<file path="src/rtl/uart_rx_core_if.sv">
// Bus-side handshake of the UART receive engine: held byte, valid/ack and sticky error flags.
// Signal suffixes follow the direction seen from the core.
interface uart_rx_core_if;
  logic       rx_ack_i;
  logic       clr_err_i;
  logic [7:0] rx_data_o;
  logic       rx_valid_o;
  logic       frame_err_o;
  logic       overrun_o;
  logic       busy_o;

  modport slave (
    input  rx_ack_i,
    input  clr_err_i,
    output rx_data_o,
    output rx_valid_o,
    output frame_err_o,
    output overrun_o,
    output busy_o
  );

  modport master (
    output rx_ack_i,
    output clr_err_i,
    input  rx_data_o,
    input  rx_valid_o,
    input  frame_err_o,
    input  overrun_o,
    input  busy_o
  );
endinterface

</file>
<file path="src/rtl/uart_rx_core.sv">
// 8N1 UART receiver: rx synchroniser, mid-bit sampling FSM, one-entry holding register with
// valid/ack handshake and sticky framing/overrun flags.
module uart_rx_core #(
  parameter int unsigned CLK_DIV     = 8,
  parameter int unsigned SYNC_STAGES = 2
) (
  input  logic               hclk,
  input  logic               hresetn,
  input  logic               rx,
  uart_rx_core_if.slave      bus_io
);

  localparam int unsigned CntW = $clog2(CLK_DIV);
  localparam int unsigned Half = CLK_DIV >> 1;
  localparam logic [CntW-1:0] BitLast  = CntW'(CLK_DIV - 1);
  localparam logic [CntW-1:0] HalfLast = CntW'(Half - 1);

  typedef enum logic [2:0] {StIdle, StStart, StData, StStop, StBreak} state_e;

  state_e                 state_q, state_d;
  logic [SYNC_STAGES-1:0] sync_q;
  logic                   rx_s, rx_prev_q;
  logic [CntW-1:0]        cnt_q, cnt_d;
  logic [2:0]             bit_idx_q, bit_idx_d;
  logic [7:0]             shift_q, shift_d;
  logic                   commit_q, commit_d;
  logic [7:0]             data_q, data_d;
  logic                   valid_q, valid_d;
  logic                   frame_err_q, frame_err_d;
  logic                   overrun_q, overrun_d;
  logic                   fe_set, ovr_set;

  assign rx_s = sync_q[SYNC_STAGES-1];

  always_ff @(posedge hclk or negedge hresetn) begin
    if (!hresetn) begin
      sync_q      <= '1;
      rx_prev_q   <= 1'b1;
      state_q     <= StIdle;
      cnt_q       <= '0;
      bit_idx_q   <= '0;
      shift_q     <= '0;
      commit_q    <= 1'b0;
      data_q      <= '0;
      valid_q     <= 1'b0;
      frame_err_q <= 1'b0;
      overrun_q   <= 1'b0;
    end else begin
      sync_q      <= {sync_q[SYNC_STAGES-2:0], rx};
      rx_prev_q   <= rx_s;
      state_q     <= state_d;
      cnt_q       <= cnt_d;
      bit_idx_q   <= bit_idx_d;
      shift_q     <= shift_d;
      commit_q    <= commit_d;
      data_q      <= data_d;
      valid_q     <= valid_d;
      frame_err_q <= frame_err_d;
      overrun_q   <= overrun_d;
    end
  end

  // Bit-timing FSM; every state change reloads the counter.
  always_comb begin
    state_d   = state_q;
    cnt_d     = cnt_q + 1'b1;
    bit_idx_d = bit_idx_q;
    shift_d   = shift_q;
    commit_d  = 1'b0;
    fe_set    = 1'b0;
    unique case (state_q)
      StIdle: begin
        cnt_d = '0;
        if (rx_prev_q && !rx_s) state_d = StStart;
      end
      StStart: begin
        if (cnt_q == HalfLast) begin
          cnt_d     = '0;
          bit_idx_d = '0;
          state_d   = rx_s ? StIdle : StData;
        end
      end
      StData: begin
        if (cnt_q == BitLast) begin
          cnt_d     = '0;
          shift_d   = {rx_s, shift_q[7:1]};
          bit_idx_d = bit_idx_q + 3'd1;
          if (bit_idx_q == 3'd7) state_d = StStop;
        end
      end
      StStop: begin
        if (cnt_q == BitLast) begin
          cnt_d = '0;
          if (rx_s) begin
            commit_d = 1'b1;
            state_d  = StIdle;
          end else begin
            fe_set  = 1'b1;
            state_d = StBreak;
          end
        end
      end
      StBreak: begin
        cnt_d = '0;
        if (rx_s) state_d = StIdle;
      end
      default: state_d = StIdle;
    endcase
  end

  // Holding register: an ack coinciding with a commit frees the slot for the new byte.
  always_comb begin
    data_d  = data_q;
    valid_d = valid_q;
    ovr_set = 1'b0;
    if (commit_q) begin
      if (!valid_q || bus_io.rx_ack_i) begin
        data_d  = shift_q;
        valid_d = 1'b1;
      end else begin
        ovr_set = 1'b1;
      end
    end else if (bus_io.rx_ack_i) begin
      valid_d = 1'b0;
    end
    frame_err_d = (frame_err_q & ~bus_io.clr_err_i) | fe_set;
    overrun_d   = (overrun_q & ~bus_io.clr_err_i) | ovr_set;
  end

  assign bus_io.rx_data_o   = data_q;
  assign bus_io.rx_valid_o  = valid_q;
  assign bus_io.frame_err_o = frame_err_q;
  assign bus_io.overrun_o   = overrun_q;
  assign bus_io.busy_o      = (state_q != StIdle);

endmodule
</file>
<file path="src/flat_wrapper.sv">
// flat-port wrapper written by rule: the top's interface ports become plain ports
module uart_rx_core_flat 
#(
  parameter int unsigned CLK_DIV     = 8,
  parameter int unsigned SYNC_STAGES = 2
)
  (hclk, hresetn, rx, bus_io_rx_ack_i, bus_io_clr_err_i, bus_io_rx_data_o, bus_io_rx_valid_o, bus_io_frame_err_o, bus_io_overrun_o, bus_io_busy_o);
  uart_rx_core_if bus_io_i ();
  input  logic hclk;
  input  logic hresetn;
  input  logic rx;
  input wire logic [$bits(bus_io_i.rx_ack_i)-1:0] bus_io_rx_ack_i;
  input wire logic [$bits(bus_io_i.clr_err_i)-1:0] bus_io_clr_err_i;
  output wire logic [$bits(bus_io_i.rx_data_o)-1:0] bus_io_rx_data_o;
  output wire logic [$bits(bus_io_i.rx_valid_o)-1:0] bus_io_rx_valid_o;
  output wire logic [$bits(bus_io_i.frame_err_o)-1:0] bus_io_frame_err_o;
  output wire logic [$bits(bus_io_i.overrun_o)-1:0] bus_io_overrun_o;
  output wire logic [$bits(bus_io_i.busy_o)-1:0] bus_io_busy_o;
  assign bus_io_i.rx_ack_i = bus_io_rx_ack_i;
  assign bus_io_i.clr_err_i = bus_io_clr_err_i;
  assign bus_io_rx_data_o = bus_io_i.rx_data_o;
  assign bus_io_rx_valid_o = bus_io_i.rx_valid_o;
  assign bus_io_frame_err_o = bus_io_i.frame_err_o;
  assign bus_io_overrun_o = bus_io_i.overrun_o;
  assign bus_io_busy_o = bus_io_i.busy_o;
  uart_rx_core #(.CLK_DIV(CLK_DIV), .SYNC_STAGES(SYNC_STAGES)) u_core (.hclk(hclk), .hresetn(hresetn), .rx(rx), .bus_io(bus_io_i));
endmodule
</file>
<file path="config.mk">
export PLATFORM = sky130hd
export DESIGN_NAME = uart_rx_core_flat
export DESIGN_NICKNAME = d
export VERILOG_FILES = /design/src/rtl/uart_rx_core_if.sv /design/src/rtl/uart_rx_core.sv /design/src/flat_wrapper.sv
export SDC_FILE = /design/constraint.sdc
export NUM_CORES = 1
export LEC_CHECK = 0
export ABC_AREA = 0
export ABC_CLOCK_PERIOD_IN_PS = 2540
export CORE_MARGIN = 3
export CORE_UTILIZATION = 58
export DETAILED_ROUTE_END_ITERATION = 6
export GPL_ROUTABILITY_DRIVEN = 0
export GPL_TIMING_DRIVEN = 0
export PLACE_DENSITY_LB_ADDON = 0.2
export SLEW_MARGIN = 25
export SYNTH_ARGS = -nofsm -noshare
export SYNTH_HDL_FRONTEND = slang
export SYNTH_SLANG_ARGS = --single-unit
</file>
<file path="constraint.sdc">
create_clock -name hclk -period 2.54 [get_ports hclk]
set_clock_uncertainty 0.2 [all_clocks]
set_input_delay 0.254 -clock hclk [delete_from_list [all_inputs] [get_ports hclk]]
set_output_delay 0.254 -clock hclk [all_outputs]
set_load 0.01 [all_outputs]
</file>
==> results.sh, run 1 <==
export IMPL_avgSynthCellArea_um2=12.7
export IMPL_grt_use_total=0.183
export IMPL_syn_area_mm2=0.00141
export IMPL_multi_input_area_um2=552
export IMPL_finalHoldViolCount=0
export IMPL_vdd_drop_max_v=0.000561
export IMPL_pre_cts_ws_ns=0.700
export IMPL_nFillCells=169
export IMPL_endpoint_kind="primary output"
export IMPL_syn_to_final_growth_pct=19.7
export IMPL_p_leak_nw=0.790
export IMPL_dr_first_iter_drc_count=15
export IMPL_antenna_found_initial=0
export IMPL_post_route_period_util=0.843
export IMPL_grt_max_degree=33
export IMPL_post_cts_resize_count=0
export IMPL_combPwrFrac=0.254
export IMPL_max_cap_violations=0
export IMPL_ant_nets=0
export IMPL_setup_viol=0
export IMPL_max_slew_margin_rel=0.557
export IMPL_synth_cell_types=31
export IMPL_cts_tree="yes"
export IMPL_core_mm2=0.00225
export IMPL_synth_top_area_share=0.516
export IMPL_crit_type="flop to primary output"
export IMPL_min_period_ns=2.14
export IMPL_io_buffers=16
export IMPL_yosysMostFrequentCell="dfrtp_1"
export IMPL_die_h_um=55.2
export IMPL_placement_cell_area_mm2=0.00160
export IMPL_final_area_mm2=0.00168
export IMPL_wl_per_cell_um=15.4
export IMPL_clk_path_buf_depth=2
export IMPL_finish_net_count=145
export IMPL_synth_common_cells="dfrtp_1, mux2_2, inv_1"
export IMPL_outcome="complete, no violations"
export IMPL_diodes=0
export IMPL_drcViolationCount=0
export IMPL_yosysWarningCount=0
export IMPL_hpwl_um=1800
export IMPL_drive_above_1_share=0.235
export IMPL_synth_edf_count=0
export IMPL_power_density_mw_per_mm2=753
export IMPL_worst_pin_slew_ns=0.664
export IMPL_netlist_top_cells_area="dfrtp_1, mux2_2, dfstp_2, ha_1, inv_1"
export IMPL_cts_htree_levels=2
export IMPL_crit_fanout=10
export IMPL_cts_made_buffers=5
export IMPL_crit_required_ns=2.09
export IMPL_clk_latency_ns=0.33
export IMPL_cp_arrival_ns=1.69
export IMPL_setup_slack_ns=0.399
export IMPL_ys_flop_type="dfrtp_1"
export IMPL_pin_count=17
export IMPL_rows=17
export IMPL_max_freq_ghz=0.467
export IMPL_worstHoldPathType="input port to flop"
export IMPL_post_cts_setup_buffer_count=0
export IMPL_grt_first_pass_wirelength_um=4330
export IMPL_grt_overflow_total=0
export IMPL_cts_root_buffer="clkbuf_4"
export IMPL_routed_wl_um=2530
export IMPL_synth_fp_nets=121
export IMPL_p_switching_mw=0.375
export IMPL_route_vias_total=951
export IMPL_final_max_slew_viol_count=0
export IMPL_p_int_mw=0.892
export IMPL_register_area_um2=805
export IMPL_rsz0062_at_grt="no"
export IMPL_synth_area_leader_cell="dfrtp_1"
export IMPL_first_pass_iters=4
export IMPL_tns_ns=0
export IMPL_finalPower_mw=1.27
export IMPL_ys_seq_area_frac=0.572
export IMPL_ys_ff_latch=32
export IMPL_start_util=0.624
export IMPL_synthCells=111
export IMPL_clock_sinks=32
export IMPL_dieArea_mm2=0.00305
export IMPL_die_w_um=55.2
export IMPL_switching_share=0.296
export IMPL_async_flop_share=1.00
export IMPL_path_clk_slew_ns=0.10
export IMPL_grt_pass1_vias=944
export IMPL_avgViaCountPerCell=5.80
export IMPL_startpoint_type="flop"
export IMPL_pwr_share_seq=0.456
export IMPL_p_clk_frac=0.289
-- sequential cells by signal (all words and copies together) (netlist names) --
name / count
u_core.state_q: 3
u_core.bus_io.rx_valid_o: 1
u_core.bus_io.overrun_o: 1
u_core.shift_q: 8
u_core.bit_idx_q: 3
u_core.bus_io.rx_data_o: 8
u_core.bus_io.frame_err_o: 1
u_core.commit_q: 1
u_core.rx_prev_q: 1
u_core.sync_q: 2
u_core.cnt_q: 3
-- repair_timing --
action / CTS / global route
endpoints found under the hold margin: 29 / 0
hold buffers: 1 / 0
setup endpoints to repair: 0 / 0
-- placed cells by master (no fill, tap or decap) --
master            n
a22o_1            2
and3_1            2
inv_1             9
clkbuf_1          1
nor2b_1           2
dlygate4sd3_1     1
a211oi_1          2
nand4_2           1
nand2b_1          5
dfrtp_1          29
o21ai_0           3
nor2_2            1
buf_2             2
o31a_1            1
o22ai_1           4
o2111ai_1         1
nor2_1            1
dfstp_2           3
mux2_2           16
clkinv_2          1
ha_1              5
a31oi_1           1
nand3_1           1
nand2_1           7
or3b_1            1
nor3b_1           1
clkdlybuf4s50_1  15
buf_6             1
a32o_1            1
a22oi_1           3
nand3b_1          1
clkbuf_4          5
o2bb2ai_1         2
a21oi_1           2
bufinv_16         1
o211ai_1          1
nor2_4            1
-- worst paths after layout --
kind	from	cells after the start	to	slack, ns
worst max-delay path	u_core.state_q[1]	4	bus_io_busy_o	0.40
worst min-delay path	rx	1	u_core.sync_q[0]	0.13
worst max register to register	u_core.cnt_q[0]	4	u_core.shift_q[6]	0.72
worst min register to register	u_core.sync_q[0]	0	u_core.sync_q[1]	0.17
max in group asynchronous	hresetn	2	u_core.state_q[2]	1.42
min in group asynchronous	hresetn	2	u_core.bit_idx_q[0]	0.28
-- cells by family after synthesis --
group / synth area share
AND/OR/NAND/NOR: 0.103
AO/OA/AOI/OAI: 0.117
flip-flops: 0.572
buffers and inverters: 0.0356
multiplexers: 0.128
adder cells (fa/ha/maj): 0.0445
-- metal layers --
metal | global-route usage | up-vias | wire (µm)
met5 | 0 | - | 0
met4 | 0.0833 | 0 | 46
met3 | 0.0514 | 7 | 114
met2 | 0.296 | 25 | 1250
met1 | 0.227 | 471 | 1120
li1 | - | 448 | -
-- power groups by stage --
stage               Combinational (mW)  Sequential (mW)  Clock [mW]
floorplan                        0.235            0.577           0
CTS                              0.324            0.578       0.377
global placement                 0.305            0.581           0
detailed placement               0.320            0.587           0
finish                           0.322            0.578       0.366
global route                     0.365            0.584       0.398
-- through the flow --
| stage | utilization | cells | hold slack, ns |
|---|---|---|---|
| CTS | 0.746 | 164 | 0.118 |
| floorplan | - | 111 | -0.242 |
| global placement | 0.710 | 155 | 0.148 |
| global route | 0.746 | 164 | 0.115 |
| finish | 0.746 | 164 | 0.126 |
| detailed placement | 0.708 | 155 | 0.129 |
-- area by class of cell --
cell class	instances	area share
Clock inverter	2	0.0208
Clock buffer	6	0.0245
Buffer	2	0.00967
Multi-Input combinational cell	68	0.328
Timing Repair Buffer	17	0.0981
Tap cell	28	0.0208
Sequential cell	32	0.478
Inverter	9	0.0201
-- worst max-delay path: stages (launching register included) --
cell and delay, ns:
dfrtp_1 0.37, buf_2 0.17, inv_1 0.25, nand2_1 0.09
clkdlybuf4s50_1 0.48
Power figures use the tool's default switching activity.
==> run 2: changes to the inputs <==
- ABC_CLOCK_PERIOD_IN_PS: 2540 -> 2000
- CORE_UTILIZATION: 58 -> 54
- clock period: 2.54 -> 2 ns (I/O delays scaled with it)
==> run 2 against run 1 <==
Against the previous run:
- wire length unchanged
- critical path depth unchanged
- combinational power rose by 36%
- global-route usage about the same
- clock power rose by 31%
- setup slack worse by 0.18 ns
- largest power group unchanged
- highest routed layer unchanged
==> results.sh, run 2 (synthesized netlist as in run 1, its figures left out) <==
export IMPL_outcome="complete, no violations"
export IMPL_grt_max_degree=33
export IMPL_cp_arrival_ns=1.82
export IMPL_clk_path_buf_depth=2
export IMPL_drcViolationCount=0
export IMPL_die_w_um=57.0
export IMPL_max_slew_margin_rel=0.549
export IMPL_pin_count=17
export IMPL_worst_pin_slew_ns=0.676
export IMPL_final_area_mm2=0.00171
export IMPL_place_inst=155
export IMPL_dieArea_mm2=0.00325
export IMPL_grt_overflow_total=0
export IMPL_final_common_cell="dfrtp_1"
export IMPL_grt_use_total=0.183
export IMPL_wl_per_cell_um=15.2
export IMPL_placement_cell_area_mm2=0.00160
export IMPL_cts_made_buffers=5
export IMPL_die_h_um=57.0
export IMPL_min_period_ns=1.79
export IMPL_crit_chain="ha_1 -> nand3b_1 -> nor2_4 -> mux2_2"
export IMPL_nFillCells=159
export IMPL_stdcell_count=166
export IMPL_setup_viol=0
export IMPL_cts_htree_levels=2
export IMPL_worstHoldPathType="input port to flop"
export IMPL_antenna_found_initial=0
export IMPL_grt_pass1_vias=960
export IMPL_post_route_period_util=0.893
export IMPL_critical_path_max_stage_delay_ns=0.40
export IMPL_crit_required_ns=2.03
export IMPL_first_pass_iters=4
export IMPL_route_vias_total=945
export IMPL_hpwl_um=1780
export IMPL_avgViaCountPerCell=5.69
export IMPL_clock_sinks=32
export IMPL_dr_first_iter_drc_count=25
export IMPL_max_cap_violations=0
export IMPL_vdd_drop_max_v=0.000963
export IMPL_register_area_um2=805
export IMPL_ant_nets=0
export IMPL_syn_to_final_growth_pct=21.6
export IMPL_clk_latency_ns=0.33
export IMPL_cts_tree="yes"
export IMPL_startpoint_type="flop"
export IMPL_finish_net_count=147
export IMPL_slowest_stage="dfrtp_1"
export IMPL_rsz0062_at_grt="no"
export IMPL_p_leak_nw=0.805
export IMPL_endpoint_kind="flop"
export IMPL_diodes=0
export IMPL_power_density_mw_per_mm2=962
export IMPL_crit_type="flop to flop"
export IMPL_max_freq_ghz=0.560
export IMPL_start_util=0.601
export IMPL_layout_common_cells="dfrtp_1, mux2_2, clkdlybuf4s50_1"
export IMPL_path_clk_slew_ns=0.10
export IMPL_multi_input_area_um2=552
export IMPL_grt_first_pass_wirelength_um=4460
export IMPL_final_max_slew_viol_count=0
export IMPL_crit_fanout=8
export IMPL_io_buffers=16
export IMPL_routed_wl_um=2530
export IMPL_drive_above_1_share=0.261
export IMPL_core_mm2=0.00234
export IMPL_cts_root_buffer="clkbuf_4"
export IMPL_rows=17
export IMPL_finalHoldViolCount=0
[run 2: cell count changes in the layout (fill, tap and decap cells not counted), sizes merged]
cell / change
clkdlybuf4s50: -1
buf: +1
dlymetal6s2s: +1
inv: -1
clkinvlp: +2
[run 2: final cells by class]
cell class | count | area share
repair buffers | 19 | 0.107
flip-flops and latches | 32 | 0.470
plain buffers | 2 | 0.0110
multi-input cells | 68 | 0.323
clock inverters | 3 | 0.0249
well taps | 28 | 0.0205
clock buffers | 5 | 0.0219
inverters | 9 | 0.0219
[run 2: layer usage]
layer  up-vias  GRT usage  share of wire
li1        455          -              -
met1       460      0.231           0.44
met2        26      0.281           0.49
met3         4     0.0701          0.058
met5         -          0              0
met4         0     0.0795          0.013
[run 2: report_power, final]
part / switching (mW) / internal (mW) / leakage (nW)
Sequential: 0.0332 / 0.694 / 0.432
Combinational: 0.238 / 0.200 / 0.332
Clock: 0.220 / 0.260 / 0.0412
Total: 0.491 / 1.15 / 0.805
[run 2: worst paths after layout]
kind	from	slack [ns]	cells past startpoint	to
max	u_core.cnt_q[0]	0.21	4	u_core.shift_q[1]
min	rx	0.07	1	u_core.sync_q[0]
max reg2reg	u_core.cnt_q[0]	0.21	4	u_core.shift_q[1]
min reg2reg	u_core.sync_q[0]	0.16	0	u_core.sync_q[1]
max in group asynchronous	hresetn	0.93	2	u_core.cnt_q[1]
min in group asynchronous	hresetn	0.23	2	u_core.commit_q
[run 2: per-stage QoR]
step	hold slack, ns	TNS (ns)	setup WS [ns]	power, mW	util
2_1_floorplan	-0.296	0	0.368	1.03	-
3_3_place_gp	0.147	-0.277	-0.0108	1.13	0.684
3_5_place_dp	0.0752	0	0.169	1.14	0.682
4_1_cts	0.0601	0	0.0000492	1.64	0.726
5_1_grt	0.0575	0	0.102	1.75	0.731
6_report	0.0717	0	0.214	1.65	0.731
[run 2: critical path, delay by kind of cell (launching register included)]
kind / cells / cell delay (ns)
fa+ha+maj: 1 / 0.23
flops: 1 / 0.40
mux: 1 / 0.37
simple gates: 2 / 0.48
[run 2: timing repair]
| item | in CTS | in global routing |
|---|---|---|
| pin swaps | 0 | 0 |
| buffers inserted | 1 | 1 |
| gates resized for setup | 1 | 2 |
| cloned | 0 | 0 |
| hold buffers | 1 | 0 |
| endpoints found under the hold margin | 29 | 0 |
| setup endpoints to repair | 1 | 1 |
==> run 3: changes to the inputs <==
- ABC_AREA: 0 -> default
- HOLD_SLACK_MARGIN: default -> 0.1
==> run 3 against run 2 <==
Against the previous run:
- clock power barely moved
- die area did not move
- largest cell class unchanged
- global-route usage did not move
- critical path type unchanged
- largest power group unchanged
- sequential power barely moved
- flip-flop and latch count did not move
- combinational power barely moved
==> results.sh, run 3 (synthesized netlist as in run 1, its figures left out) <==
export IMPL_setup_slack_ns=0.214
export IMPL_drive_above_1_share=0.259
export IMPL_die_h_um=57.0
export IMPL_register_area_um2=805
export IMPL_worst_pin_slew_ns=0.676
export IMPL_cts_made_buffers=5
export IMPL_drcViolationCount=0
export IMPL_final_common_cell="dfrtp_1"
export IMPL_dieArea_mm2=0.00325
export IMPL_cts_root_buffer="clkbuf_4"
export IMPL_r2r_cells=4
export IMPL_hpwl_um=1780
export IMPL_final_max_slew_viol_count=0
export IMPL_endpoint_kind="flop"
export IMPL_start_util=0.601
export IMPL_clk_path_buf_depth=2
export IMPL_grt_first_pass_wirelength_um=4460
export IMPL_rsz0062_at_grt="no"
export IMPL_syn_to_final_growth_pct=22.3
export IMPL_path_clk_slew_ns=0.10
export IMPL_crit_type="flop to flop"
export IMPL_clk_latency_ns=0.33
export IMPL_rows=17
export IMPL_cp_arrival_ns=1.82
export IMPL_pre_cts_ws_ns=0.169
export IMPL_grt_pass1_vias=960
export IMPL_io_buffers=16
export IMPL_wl_met1_um=1110
export IMPL_worstHoldPathType="flop to flop"
export IMPL_crit_required_ns=2.03
export IMPL_crit_fanout=8
export IMPL_wl_met2_um=1250
export IMPL_min_period_ns=1.79
export IMPL_first_pass_iters=4
export IMPL_max_freq_ghz=0.560
export IMPL_routed_wl_met3_um=146
export IMPL_routed_top_layer="met4"
export IMPL_layout_common_cells="dfrtp_1, mux2_2, clkdlybuf4s50_1"
export IMPL_grt_use_total=0.183
export IMPL_max_slew_margin_rel=0.549
export IMPL_setup_viol=0
export IMPL_nFillCells=158
export IMPL_dr_first_iter_drc_count=27
export IMPL_max_cap_violations=0
export IMPL_grt_overflow_total=0
export IMPL_die_w_um=57.0
export IMPL_route_vias_total=949
export IMPL_antenna_found_initial=0
export IMPL_pin_count=17
export IMPL_post_route_period_util=0.893
export IMPL_multi_input_area_um2=552
export IMPL_finish_net_count=148
export IMPL_wl_per_cell_um=15.2
export IMPL_routed_wl_um=2540
export IMPL_finalHoldViolCount=0
export IMPL_clock_sinks=32
export IMPL_vdd_drop_max_v=0.000963
export IMPL_grt_max_degree=33
export IMPL_diodes=0
export IMPL_cts_htree_levels=2
export IMPL_cts_tree="yes"
export IMPL_power_density_mw_per_mm2=958
export IMPL_avgViaCountPerCell=5.68
export IMPL_fin_util=0.735
export IMPL_core_mm2=0.00234
export IMPL_min_path_cells=0
export IMPL_outcome="complete, no violations"
export IMPL_ant_nets=0
export IMPL_startpoint_type="flop"
export IMPL_p_leak_nw=0.809
[run 3: cell count changes in the layout (fill, tap and decap cells not counted)]
cell	before	now
dlygate4sd3_1	1	2
[run 3: cell type report]
| cell class | count | share of cell area |
|---|---|---|
| Sequential cell | 32 | 0.468 |
| Inverter | 9 | 0.0218 |
| Timing Repair Buffer | 20 | 0.112 |
| Clock inverter | 3 | 0.0247 |
| Buffer | 2 | 0.0109 |
| Tap cell | 28 | 0.0204 |
| Clock buffer | 5 | 0.0218 |
| Multi-Input combinational cell | 68 | 0.321 |
[run 3: metal layers]
layer  global-route usage  up-vias
li1                     -      457
met1                0.231      462
met2                0.281       26
met3               0.0701        4
met4               0.0795        0
met5                    0        -
[run 3: per-stage QoR]
stage,hold slack (ns),cells,TNS [ns],area (µm²),total power [mW]
6_report,0.164,167,0,1720,1.65
5_1_grt,0.169,167,0,1720,1.75
4_1_cts,0.168,166,0,1710,1.64
3_5_place_dp,0.0752,155,0,1600,1.14
3_3_place_gp,0.147,155,-0.277,1600,1.13
2_1_floorplan,-0.296,111,0,1410,1.03
[run 3: path summary, 6_finish.rpt]
check / from / end / slack, ns
min in group asynchronous: hresetn / u_core.commit_q / 0.23
hold reg to reg: u_core.sync_q[0] / u_core.sync_q[1] / 0.16
setup / recovery: u_core.cnt_q[0] / u_core.shift_q[1] / 0.21
max in group asynchronous: hresetn / u_core.cnt_q[1] / 0.93
hold / removal: u_core.sync_q[0] / u_core.sync_q[1] / 0.16
setup reg to reg: u_core.cnt_q[0] / u_core.shift_q[1] / 0.21
[run 3: critical path: stages (launching register included)]
cell and delay, ns:
dfrtp_1 0.40, ha_1 0.23, nand3b_1 0.19, nor2_4 0.29, mux2_2 0.37
[run 3: timing repair]
item,CTS,global route
buffers inserted,1,1
hold buffers,2,0
gates resized for setup,1,2
endpoints found under the setup margin,1,1
endpoints found under the hold margin,33,0
[run 3: report_power, final]
group / internal (mW) / switching (mW) / total, mW
sequential: 0.694 / 0.0332 / 0.727
clock: 0.260 / 0.220 / 0.481
combinational: 0.202 / 0.238 / 0.440
